`config.mk`:
```
export PLATFORM = sky130hd
export DESIGN_NAME = red_pitaya_pfd_freq_meter
export DESIGN_NICKNAME = d
export VERILOG_FILES = /design/src/rtl/red_pitaya_pfd_freq_meter_pkg.sv /design/src/rtl/red_pitaya_pfd_unwrap.sv /design/src/rtl/red_pitaya_pfd_freq_meter.sv
export SDC_FILE = /design/constraint.sdc
export NUM_CORES = 1
export LEC_CHECK = 0
export ABC_AREA = 1
export CAP_MARGIN = 20
export CELL_PAD_IN_SITES_DETAIL_PLACEMENT = 1
export CELL_PAD_IN_SITES_GLOBAL_PLACEMENT = 1
export CORE_UTILIZATION = 46
export CTS_CLUSTER_DIAMETER = 60
export CTS_CLUSTER_SIZE = 20
export DETAILED_ROUTE_END_ITERATION = 8
export PLACE_DENSITY = 0.88
export SYNTH_ARGS = -nofsm -noshare
export SYNTH_HDL_FRONTEND = slang
export SYNTH_SLANG_ARGS = --single-unit
```
`constraint.sdc`:
```
create_clock -name clk_i -period 11.09 [get_ports clk_i]
set_input_delay 1.6635 -clock clk_i [delete_from_list [all_inputs] [get_ports clk_i]]
set_output_delay 1.6635 -clock clk_i [all_outputs]
set_load 0.02 [all_outputs]
```
`src/rtl/red_pitaya_pfd_freq_meter_pkg.sv`:
```
// Shared definitions for the PFD frequency meter and related phase/PID blocks.
// - state_e      : frequency-meter FSM encoding (IDLE=0, PRIME=1, RUN=2)
// - phase_delta  : modular phase subtraction, reinterpreted as a signed step
// - saturate     : clamp a wide signed value to a signed field of a given width
package red_pitaya_pfd_freq_meter_pkg;

  typedef enum logic [1:0] {
    StIdle  = 2'd0,
    StPrime = 2'd1,
    StRun   = 2'd2
  } state_e;

  // Working width for the generic helpers; callers cast down to their own width.
  localparam int unsigned CalcWidth = 64;

  // (cur - prev) mod 2^width as a signed value in -2^(width-1) .. 2^(width-1)-1.
  // An exact half-turn lands on the negative end.
  function automatic logic signed [CalcWidth-1:0] phase_delta(
    input logic [CalcWidth-1:0] cur,
    input logic [CalcWidth-1:0] prev,
    input int unsigned          width
  );
    logic [CalcWidth-1:0] mask;
    logic [CalcWidth-1:0] diff;
    mask = (CalcWidth'(1) << width) - CalcWidth'(1);
    diff = (cur - prev) & mask;
    if (((diff >> (width - 1)) & CalcWidth'(1)) != '0) begin
      diff = diff - (CalcWidth'(1) << width);
    end
    return signed'(diff);
  endfunction

  // Clamp x to [-2^(width-1), 2^(width-1)-1].
  function automatic logic signed [CalcWidth-1:0] saturate(
    input logic signed [CalcWidth-1:0] x,
    input int unsigned                 width
  );
    logic signed [CalcWidth-1:0] hi;
    logic signed [CalcWidth-1:0] lo;
    hi = signed'((CalcWidth'(1) << (width - 1)) - CalcWidth'(1));
    lo = -hi - CalcWidth'(signed'(1));
    if (x > hi) begin
      return hi;
    end
    if (x < lo) begin
      return lo;
    end
    return x;
  endfunction

endpackage

```
`src/rtl/red_pitaya_pfd_unwrap.sv`:
```
// Phase unwrapper: holds the previous phase sample and presents the signed,
// modulo-one-turn step from it to the current sample.
// Ports:
//   clk, rst_n : clock, asynchronous active-low reset (prev cleared)
//   load       : capture phase as the new reference this cycle
//   phase      : unsigned phase word (full scale = one turn)
//   delta      : signed step phase - prev, wrapped into one turn
module red_pitaya_pfd_unwrap
  import red_pitaya_pfd_freq_meter_pkg::*;
#(
  parameter int unsigned PHASEWIDTH = 12
) (
  input  logic                         clk,
  input  logic                         rst_n,
  input  logic                         load,
  input  logic [PHASEWIDTH-1:0]        phase,
  output logic signed [PHASEWIDTH-1:0] delta
);

  logic [PHASEWIDTH-1:0] prev_q;

  always_ff @(posedge clk or negedge rst_n) begin
    if (!rst_n) begin
      prev_q <= '0;
    end else if (load) begin
      prev_q <= phase;
    end
  end

  // Combinational so the step is available in the same cycle as its sample.
  always_comb begin
    delta = PHASEWIDTH'(phase_delta(CalcWidth'(phase), CalcWidth'(prev_q), PHASEWIDTH));
  end

endmodule

```
`src/rtl/red_pitaya_pfd_freq_meter.sv`:
```
// Frequency meter: integrates unwrapped phase steps over a programmable gate
// window and publishes the signed sum once per window.
// Ports:
//   clk_i, rstn_i : clock, asynchronous active-low reset
//   phase_i       : phase word from the phase detector
//   enable_i      : measurement enable; low discards any partial window
//   gate_len_i    : samples per window (0 behaves as 1), taken at window starts
//   shift_i       : arithmetic right shift used to form out_o
//   clear_i       : clears the sticky overflow flag
//   freq_o        : signed sum of steps over the last window
//   out_o         : saturated (freq >>> shift_i) for DAC/PID routing
//   valid_o       : one-cycle strobe when freq_o/out_o update
//   overflow_o    : sticky accumulator saturation flag
module red_pitaya_pfd_freq_meter
  import red_pitaya_pfd_freq_meter_pkg::*;
#(
  parameter int unsigned PHASEWIDTH = 12,
  parameter int unsigned GATEWIDTH  = 24,
  parameter int unsigned ACCWIDTH   = 32,
  parameter int unsigned SIGNALBITS = 14
) (
  input  logic                         clk_i,
  input  logic                         rstn_i,
  input  logic [PHASEWIDTH-1:0]        phase_i,
  input  logic                         enable_i,
  input  logic [GATEWIDTH-1:0]         gate_len_i,
  input  logic [4:0]                   shift_i,
  input  logic                         clear_i,
  output logic signed [ACCWIDTH-1:0]   freq_o,
  output logic signed [SIGNALBITS-1:0] out_o,
  output logic                         valid_o,
  output logic                         overflow_o
);

  state_e state_q, state_d;

  logic signed [ACCWIDTH-1:0]   acc_q, acc_d;
  logic signed [ACCWIDTH-1:0]   freq_q, freq_d;
  logic signed [SIGNALBITS-1:0] out_q, out_d;
  logic [GATEWIDTH-1:0]         cnt_q, cnt_d;
  logic [GATEWIDTH-1:0]         len_q, len_d;
  logic                         valid_q, valid_d;
  logic                         ovf_q, ovf_d;

  logic signed [PHASEWIDTH-1:0] delta;
  logic                         track;
  logic [GATEWIDTH-1:0]         len_next;
  logic                         win_end;
  logic signed [CalcWidth-1:0]  sum_raw, sum_sat, shifted;
  logic                         sat_hit;

  // prev follows the input in PRIME and RUN; in IDLE it is don't-care.
  assign track = enable_i && (state_q != StIdle);

  red_pitaya_pfd_unwrap #(
    .PHASEWIDTH (PHASEWIDTH)
  ) u_unwrap (
    .clk   (clk_i),
    .rst_n (rstn_i),
    .load  (track),
    .phase (phase_i),
    .delta (delta)
  );

  always_comb begin
    len_next = (gate_len_i == '0) ? GATEWIDTH'(1) : gate_len_i;
    win_end  = (cnt_q == len_q - GATEWIDTH'(1));
    sum_raw  = CalcWidth'(acc_q) + CalcWidth'(delta);
    sum_sat  = saturate(sum_raw, ACCWIDTH);
    sat_hit  = (sum_sat != sum_raw);
    shifted  = sum_sat >>> shift_i;
  end

  always_comb begin
    state_d = state_q;
    acc_d   = acc_q;
    cnt_d   = cnt_q;
    len_d   = len_q;
    freq_d  = freq_q;
    out_d   = out_q;
    valid_d = 1'b0;
    // Clear first so a saturation in the same cycle wins.
    ovf_d   = ovf_q & ~clear_i;

    if (!enable_i) begin
      state_d = StIdle;
      acc_d   = '0;
      cnt_d   = '0;
    end else begin
      unique case (state_q)
        StIdle: begin
          acc_d   = '0;
          cnt_d   = '0;
          state_d = StPrime;
        end
        StPrime: begin
          len_d   = len_next;
          state_d = StRun;
        end
        StRun: begin
          if (sat_hit) begin
            ovf_d = 1'b1;
          end
          if (win_end) begin
            freq_d  = ACCWIDTH'(sum_sat);
            out_d   = SIGNALBITS'(saturate(shifted, SIGNALBITS));
            valid_d = 1'b1;
            acc_d   = '0;
            cnt_d   = '0;
            len_d   = len_next;
          end else begin
            acc_d = ACCWIDTH'(sum_sat);
            cnt_d = cnt_q + GATEWIDTH'(1);
          end
        end
        default: begin
          state_d = StIdle;
        end
      endcase
    end
  end

  always_ff @(posedge clk_i or negedge rstn_i) begin
    if (!rstn_i) begin
      state_q <= StIdle;
      acc_q   <= '0;
      cnt_q   <= '0;
      len_q   <= GATEWIDTH'(1);
      freq_q  <= '0;
      out_q   <= '0;
      valid_q <= 1'b0;
      ovf_q   <= 1'b0;
    end else begin
      state_q <= state_d;
      acc_q   <= acc_d;
      cnt_q   <= cnt_d;
      len_q   <= len_d;
      freq_q  <= freq_d;
      out_q   <= out_d;
      valid_q <= valid_d;
      ovf_q   <= ovf_d;
    end
  end

  assign freq_o     = freq_q;
  assign out_o      = out_q;
  assign valid_o    = valid_q;
  assign overflow_o = ovf_q;

endmodule

```
Word-level counts from Yosys, hierarchy flattened:

Cells that the tools add are included.
Widths: inputs -> output; s select.

* bits in registers: 142
* input port bits: 45
* output and inout port bits: 48
* logic and storage cells: 73

* add/sub/neg operators: 5
* order comparisons: 4
* eq/ne operators: 7
* shift operators: 1
* mux-type cells: 38
* bitwise gates (word level): 2
* reduce and logical (&&, ||, !) cells: 7

Operators by type and width (number)
* $mux 64: 4
* $mux 24: 4
* $pmux 24 s2: 2
* $gt 64x14->1 const B: 1
* $lt 64x14->1 const B: 1
* $mux 32: 2
* $ne 64x33->1: 1
* $pmux 32 s2: 1
* $sshr 64x5->64: 1
* $mux 14: 4
* $add 32x12->33: 1
* $gt 33x32->1 const B: 1
* $lt 33x32->1 const B: 1
* $add 24x1->24 const B: 1
* $eq 24x24->1: 1
* $logic_not 24->1: 1
* $sub 24x1->24 const B: 1
* $mux 1: 18
* $mux 12: 1
* $sub 12x1->12 const B: 1
* $sub 12x12->12: 1
* $pmux 2 s3: 1
* $reduce_and 3->1: 2
* $ne 2x2->1 const B: 2
* 9 further kinds: 10

Depth between registers and ports, before layout:

* depth after elaboration: 21
* gate-level depth with buffers: 46
* gate-level depth less buffers: 44

Cells and area by module:

Synthesis repeated with hierarchy kept, for this count alone.

* cells, all modules: 1773
* area total of the unflattened synthesis: 11851.4 um2

By module, submodules not included
* red_pitaya_pfd_freq_meter: times used 1, cells an instance 1598, area an instance 10730.3 um2, seq. area each 3254.4 um2
* red_pitaya_pfd_unwrap: times used 1, cells an instance 175, area an instance 1121.1 um2, seq. area each 300.3 um2

Worst setup path before layout:

Ideal clock, no wire load.

* path kind: input to register
* start: input phase_i[2]
* end: register out_q[10], in the netlist out_o[10]
* library setup time: 0.119 ns
* arrival time: 6.803 ns
* data required time: 10.971 ns
* path slack: 4.167 ns
* cell stages on the path: 40
* buffers on the path: 3
* path through: ha_1 -> a21oi_1 -> and2_1 -> inv_1 -> a21oi_1 -> o21bai_1 -> a21oi_1 -> o21bai_1 -> nand3_1 -> nand2_1 -> a21oi_1 -> nor2_1 -> nor2_1 -> xor2_1 -> ha_1 -> a21oi_1 -> nand2_1 -> nand2_1 -> [... 4 more ...] -> inv_6 -> nand2_2 -> buf_6 -> buf_8 -> nand3_2 -> nand3_1 -> nand3_1 -> nand3_1 -> nand2_1 -> nor2_1 -> nand2_1 -> nor2_1 -> nand2_1 -> nand2_1 -> nand2_1 -> nand2_2 -> buf_6 -> a21oi_2

* word-level cells in the longest chain between the ends: 18
* elaborated cells on any way between the ends: 27
* those cells by class: 3 x add/sub; 4 x order compare; 1 x shift; 19 x mux

RTL lines
* start: declaration: RTL line red_pitaya_pfd_freq_meter.sv:24 `input logic [PHASEWIDTH-1:0] phase_i,`
* $sub 12x12->12 (*): RTL line red_pitaya_pfd_freq_meter_pkg.sv:26 `diff = (cur - prev) & mask;`
* $sub 12x1->12: RTL line red_pitaya_pfd_freq_meter_pkg.sv:28 `diff = diff - (CalcWidth'(1) << width);`
* $mux 12 (*): RTL line red_pitaya_pfd_freq_meter_pkg.sv:27 `if (((diff >> (width - 1)) & CalcWidth'(1)) != '0) begin`
* $add 32x12->33 (*): RTL line red_pitaya_pfd_freq_meter.sv:68 `sum_raw = CalcWidth'(acc_q) + CalcWidth'(delta);`
* $lt 33x32->1: RTL line red_pitaya_pfd_freq_meter_pkg.sv:45 `if (x < lo) begin`
* $mux 1 (2 in a row): RTL line red_pitaya_pfd_freq_meter_pkg.sv:45
* $mux 64: RTL line red_pitaya_pfd_freq_meter_pkg.sv:48 `return x;`
* $mux 64 (*): RTL line red_pitaya_pfd_freq_meter_pkg.sv:45
* $sshr 64x5->64 (*): RTL line red_pitaya_pfd_freq_meter.sv:71 `shifted = sum_sat >>> shift_i;`
* $lt 64x14->1: RTL line red_pitaya_pfd_freq_meter_pkg.sv:45
* $mux 1 (2 in a row): RTL line red_pitaya_pfd_freq_meter_pkg.sv:45
* $mux 1: RTL line red_pitaya_pfd_freq_meter.sv:104 `if (win_end) begin`
* $mux 1: RTL line red_pitaya_pfd_freq_meter.sv:90 `unique case (state_q)`
* $mux 1: RTL line red_pitaya_pfd_freq_meter.sv:85 `if (!enable_i) begin`
* $mux 14: RTL line red_pitaya_pfd_freq_meter_pkg.sv:48
* $mux 14 (*): RTL line red_pitaya_pfd_freq_meter_pkg.sv:45
* end signal: assignment: RTL line red_pitaya_pfd_freq_meter.sv:139 `out_q <= out_d;`
* end: declaration: RTL line red_pitaya_pfd_freq_meter.sv:39 `logic signed [SIGNALBITS-1:0] out_q, out_d;`

Every way passes the cells marked *; elsewhere a longest branch is shown, timed or not. The select of a mux whose other input is x is not followed.
A chain may end at the register's enable or synchronous reset.

Final worst setup path:

* start: input phase_i[2]
* end: register out_q[0], in the netlist out_o[0]

The elaborated chain is that of the path after synthesis.

==> flow_summary.rst <==
.. list-table::
   :header-rows: 1

   * - Metric
     - Value
   * - Clock tree buffer depth
     - 2
   * - Post-synth top area cell
     - sky130_fd_sc_hd__dfrtp_1
   * - Post-CTS resize count
     - 0
   * - Final hold violation count
     - 0
   * - Worst-path maximum fanout
     - 48
   * - Num CTS Buffers
     - 17
   * - Area fraction in and, or, nand and nor cells after synthesis
     - between 30 and 40%
   * - Number of nets in the layout
     - about 1900
   * - Number of iterations in the first detailed-routing pass
     - 5
   * - Synthesized Nets
     - 1806
   * - Number of nets still failing antenna checks after routing
     - 0
   * - Origin of the critical flop-to-flop path
     - u_unwrap.prev_q[2]$_DFFE_PN0P_
   * - Worst setup SP type
     - primary input
   * - Number of fill cells
     - 3283
   * - Clock root buffer
     - sky130_fd_sc_hd__clkbuf_16
   * - Post-detailed-routing wire length
     - ~40 mm
   * - H-tree levels
     - 4
   * - Core utilization of the finished layout
     - 54.4%
   * - Capturing point of the worst reg2reg path
     - out_o[0]$_DFFE_PN0P_
   * - Power density relative to cell area
     - 285 mW/mm²
   * - Number of cells traversed by the worst register-to-register path
     - 40
   * - Number of placed I/O pins
     - 93
   * - Area of combinational cells with multiple inputs
     - 0.00696 mm²
   * - Element type at the critical path end
     - flop
   * - VDD IR max
     - 0.214 mV
   * - Number of synthesized flops with an enable pin
     - 0
   * - Hold-fix buffer count after cts
     - 0
   * - R2R Setup Slk
     - 3.97 ns
   * - Layout Cell Area excl Fill
     - around 0.013 mm²
   * - Crit path depth
     - 40
   * - Synth warn
     - 0
   * - Min setup slack post-route
     - roughly 2.7 ns
   * - Post-route DRC violation count
     - 0
   * - GRT Util Overall
     - 31.2%
   * - Beginning of the critical path
     - phase_i[2]
   * - Synth Area per Inst
     - 6.77 µm²
   * - Via count of the first global-routing pass
     - 12400
   * - CTS clk-pin slew, worst paths
     - 0.06 ns
   * - Hold-critical path depth
     - 2
   * - Setup tns final
     - 0 ns
   * - Final RePlAce weighted congestion
     - between 0.9 and 1
   * - Fraction of layout cells with a size suffix above 1
     - between 8 and 9%
   * - CTS tree
     - built
   * - Via total after detailed routing
     - roughly 12000
   * - Adder and majority cell fraction of the synthesized area
     - 5.31%
   * - Placed cell area
     - 0.0127 mm²
   * - Largest stage delay on the critical path
     - 0.65 ns
   * - Post-synth cell types
     - 57
   * - Leading post-synthesis cells by cell area
     - sky130_fd_sc_hd__dfrtp_1 30%, sky130_fd_sc_hd__nand2_1 15%, sky130_fd_sc_hd__nand3_1 7.2%, sky130_fd_sc_hd__inv_1 6.2%, sky130_fd_sc_hd__o21ai_0 5.0%
   * - Share of flip-flops with an asynchronous set or reset after synthesis
     - 100%
   * - Synthesized cell area
     - 0.0116 mm²
   * - Standard cell with the maximum stage delay on the critical path
     - sky130_fd_sc_hd__nand2_2
   * - Average routed wire per standard cell
     - 18.6 µm
   * - First-pass GRT wire length
     - between 60 and 70 mm
   * - Initial antenna violation count
     - 0
   * - Source-to-sink clock delay at the later pin of the worst-skew pair
     - 0.44 ns
   * - Area of the die
     - 0.0258 mm²
   * - Count of port buffers added during placement
     - about 90
   * - Most used flip-flop cell after synthesis
     - sky130_fd_sc_hd__dfrtp_1
   * - Number of clock sinks seen by CTS
     - 142
   * - Worst-case headroom to the max-slew limit
     - between 30% and 40%
   * - Power after layout
     - 0.00381 W
   * - Fraction of the yosys area taken by sequential cells
     - around 30%
   * - Synth-to-layout area growth
     - 15.1%
   * - Die outline width
     - 161 µm
   * - CP most frequent cell
     - sky130_fd_sc_hd__nand2_1
   * - End of the critical path
     - out_o[0]$_DFFE_PN0P_
   * - Critical setup path kind
     - primary input to flop
   * - Synth Area in Compound Gates
     - between 10% and 20%
   * - Total count of max-transition violations in the final report
     - 0
   * - Hpwl dp
     - 30.1 mm
   * - Iteration-0 DRC count of the detailed router
     - approximately 860
   * - Crit path time final
     - 8.43 ns
   * - Synthesized instance count
     - 1713
   * - Pin count of the biggest net entering global routing
     - between 80 and 90
   * - Die Y
     - 161 µm
   * - Detailed-route vias per instance
     - 5.65
   * - Leakage Power
     - 6.55 nW
   * - Maximum Capacitance Violations
     - 0
   * - Layout Skew
     - 0.0120 ns
   * - Arrival time reported for the critical path endpoint
     - 8.78 ns
   * - Final global-route overflow total
     - 0
   * - Post-CTS Setup Repair Bufs
     - 0
   * - Cell with the most instances after synthesis
     - sky130_fd_sc_hd__nand2_1
   * - Register area
     - 0.00355 mm²
   * - Yosys top cell area share
     - between 30% and 40%
   * - Critical path required time
     - 11.44 ns
   * - Core area
     - about 0.025 mm²
   * - Post-placement worst setup slack
     - 1.99 ns
   * - Class of the worst hold path
     - flop to flop
   * - WP buf/inv
     - 3
   * - Unrepaired setup endpoints after global routing
     - no
   * - Count of inserted antenna diode cells
     - 0
   * - Synth top cells by count
     - 453 x sky130_fd_sc_hd__nand2_1, 193 x sky130_fd_sc_hd__inv_1, 166 x sky130_fd_sc_hd__nand3_1
   * - Setup violation total in the final timing report
     - 0
   * - Xor and xnor area share after synthesis
     - 6.04%
   * - Critical path's top delay family
     - simple AND/OR/NAND/NOR gates
   * - Combinational family with the most area after synthesis
     - simple AND/OR/NAND/NOR gates
   * - Final worst-path cycle share
     - 76.0%
   * - Initial Util
     - a little under half
   * - Outcome
     - completed
   * - Count of state elements after synthesis
     - 142
   * - Multiplexer area fraction after synthesis
     - 1.33%
   * - Tightest Pin Transition
     - 1.03 ns
   * - Highest clock rate
     - ~120 MHz
   * - Standard-cell row count
     - 57
==> state kept, by name, summed over array words and instances, names as in the netlist, 2 cells and up <==
name,flops
cnt_q,24
acc_q,32
freq_o,32
out_o,14
state_q,2
len_q,24
u_unwrap.prev_q,12
==> worst register-to-register path: cells and delay by family (launching register included) <==
kind	cells	cell delay (ns)
adder cells (fa/ha/maj)	2	0.59
AO/OA/AOI/OAI	10	1.59
flip-flops	1	0.36
XOR/XNOR	1	0.52
AND/OR/NAND/NOR	24	3.58
buffers and inverters	3	0.37
==> logic make-up after synthesis <==
family	count (synthesis)
fa+ha+maj	48
simple gates	897
mux	14
compound gates	267
buf+inv	265
xor+xnor	80
flops	142
==> per-stage QoR <==
stage,std cells,hold slack (ns)
after floorplan,1713,0.457
after global placement,2076,0.461
after detailed placement,2076,0.479
after CTS,2107,0.498
after global routing,2111,0.516
final,2111,0.490
==> cell usage in the layout (no fill, tap or decap), types with 4 or more instances in the layout <==
master                              n
sky130_fd_sc_hd__nand2_1          453
sky130_fd_sc_hd__inv_1            193
sky130_fd_sc_hd__nand3_1          166
sky130_fd_sc_hd__dfrtp_1          141
sky130_fd_sc_hd__nor2_1           139
sky130_fd_sc_hd__o21ai_0          117
sky130_fd_sc_hd__a21oi_1           94
sky130_fd_sc_hd__clkdlybuf4s50_1   91
sky130_fd_sc_hd__xor2_1            59
sky130_fd_sc_hd__ha_1              46
sky130_fd_sc_hd__nor3_1            30
sky130_fd_sc_hd__nand2_2           25
sky130_fd_sc_hd__nand3_2           21
sky130_fd_sc_hd__xnor2_1           20
sky130_fd_sc_hd__or2_2             17
sky130_fd_sc_hd__clkbuf_16         17
sky130_fd_sc_hd__o21bai_1          14
sky130_fd_sc_hd__a21oi_2           13
sky130_fd_sc_hd__nand4_1           13
sky130_fd_sc_hd__mux2_2            11
sky130_fd_sc_hd__nor4_1             9
sky130_fd_sc_hd__buf_4              8
sky130_fd_sc_hd__inv_2              7
sky130_fd_sc_hd__o211ai_1           6
sky130_fd_sc_hd__nor2_2             5
sky130_fd_sc_hd__inv_6              5
sky130_fd_sc_hd__nor3b_1            5
sky130_fd_sc_hd__a31oi_1            5
sky130_fd_sc_hd__clkinvlp_4         5
sky130_fd_sc_hd__o21ai_1            4
==> report_power, final <==
group | switching, W | internal, W
sequential | 0.0000631 | 0.000592
combinational | 0.00184 | 0.000731
clock | 0.000252 | 0.000332
total | 0.00215 | 0.00165
==> metal layers <==
layer | global-route usage [%] | up-vias | wire [µm]
li1 | - | 5691 | -
met1 | 40.8 | 5849 | 17300
met2 | 53.5 | 331 | 19200
met3 | 4.29 | 66 | 1930
met4 | 9.26 | 0 | 825
met5 | 0 | - | 0
==> how the worst min path moves through the flow <==
| stage | from | endpoint | slack (ns) |
|---|---|---|---|
| finish | freq_o[21]$_DFFE_PN0P_ | freq_o[21]$_DFFE_PN0P_ | 0.49 |
| detailed placement | freq_o[7]$_DFFE_PN0P_ | freq_o[7]$_DFFE_PN0P_ | 0.48 |
| global placement | out_o[13]$_DFFE_PN0P_ | out_o[13]$_DFFE_PN0P_ | 0.46 |
| global route | freq_o[7]$_DFFE_PN0P_ | freq_o[7]$_DFFE_PN0P_ | 0.52 |
| CTS | freq_o[7]$_DFFE_PN0P_ | freq_o[7]$_DFFE_PN0P_ | 0.50 |
| floorplan | u_unwrap.prev_q[0]$_DFFE_PN0P_ | u_unwrap.prev_q[0]$_DFFE_PN0P_ | 0.46 |
==> layout make-up <==
type / count / area share (%)
clock buffer: 19 / 3.24
multi-input combinational: 1306 / 52.2
sequential: 142 / 26.6
tap: 324 / 3.04
inverter: 204 / 5.78
timing repair buffer: 104 / 8.09
clock inverter: 12 / 1.03
Note: power is estimated with default switching activity, not from simulation.
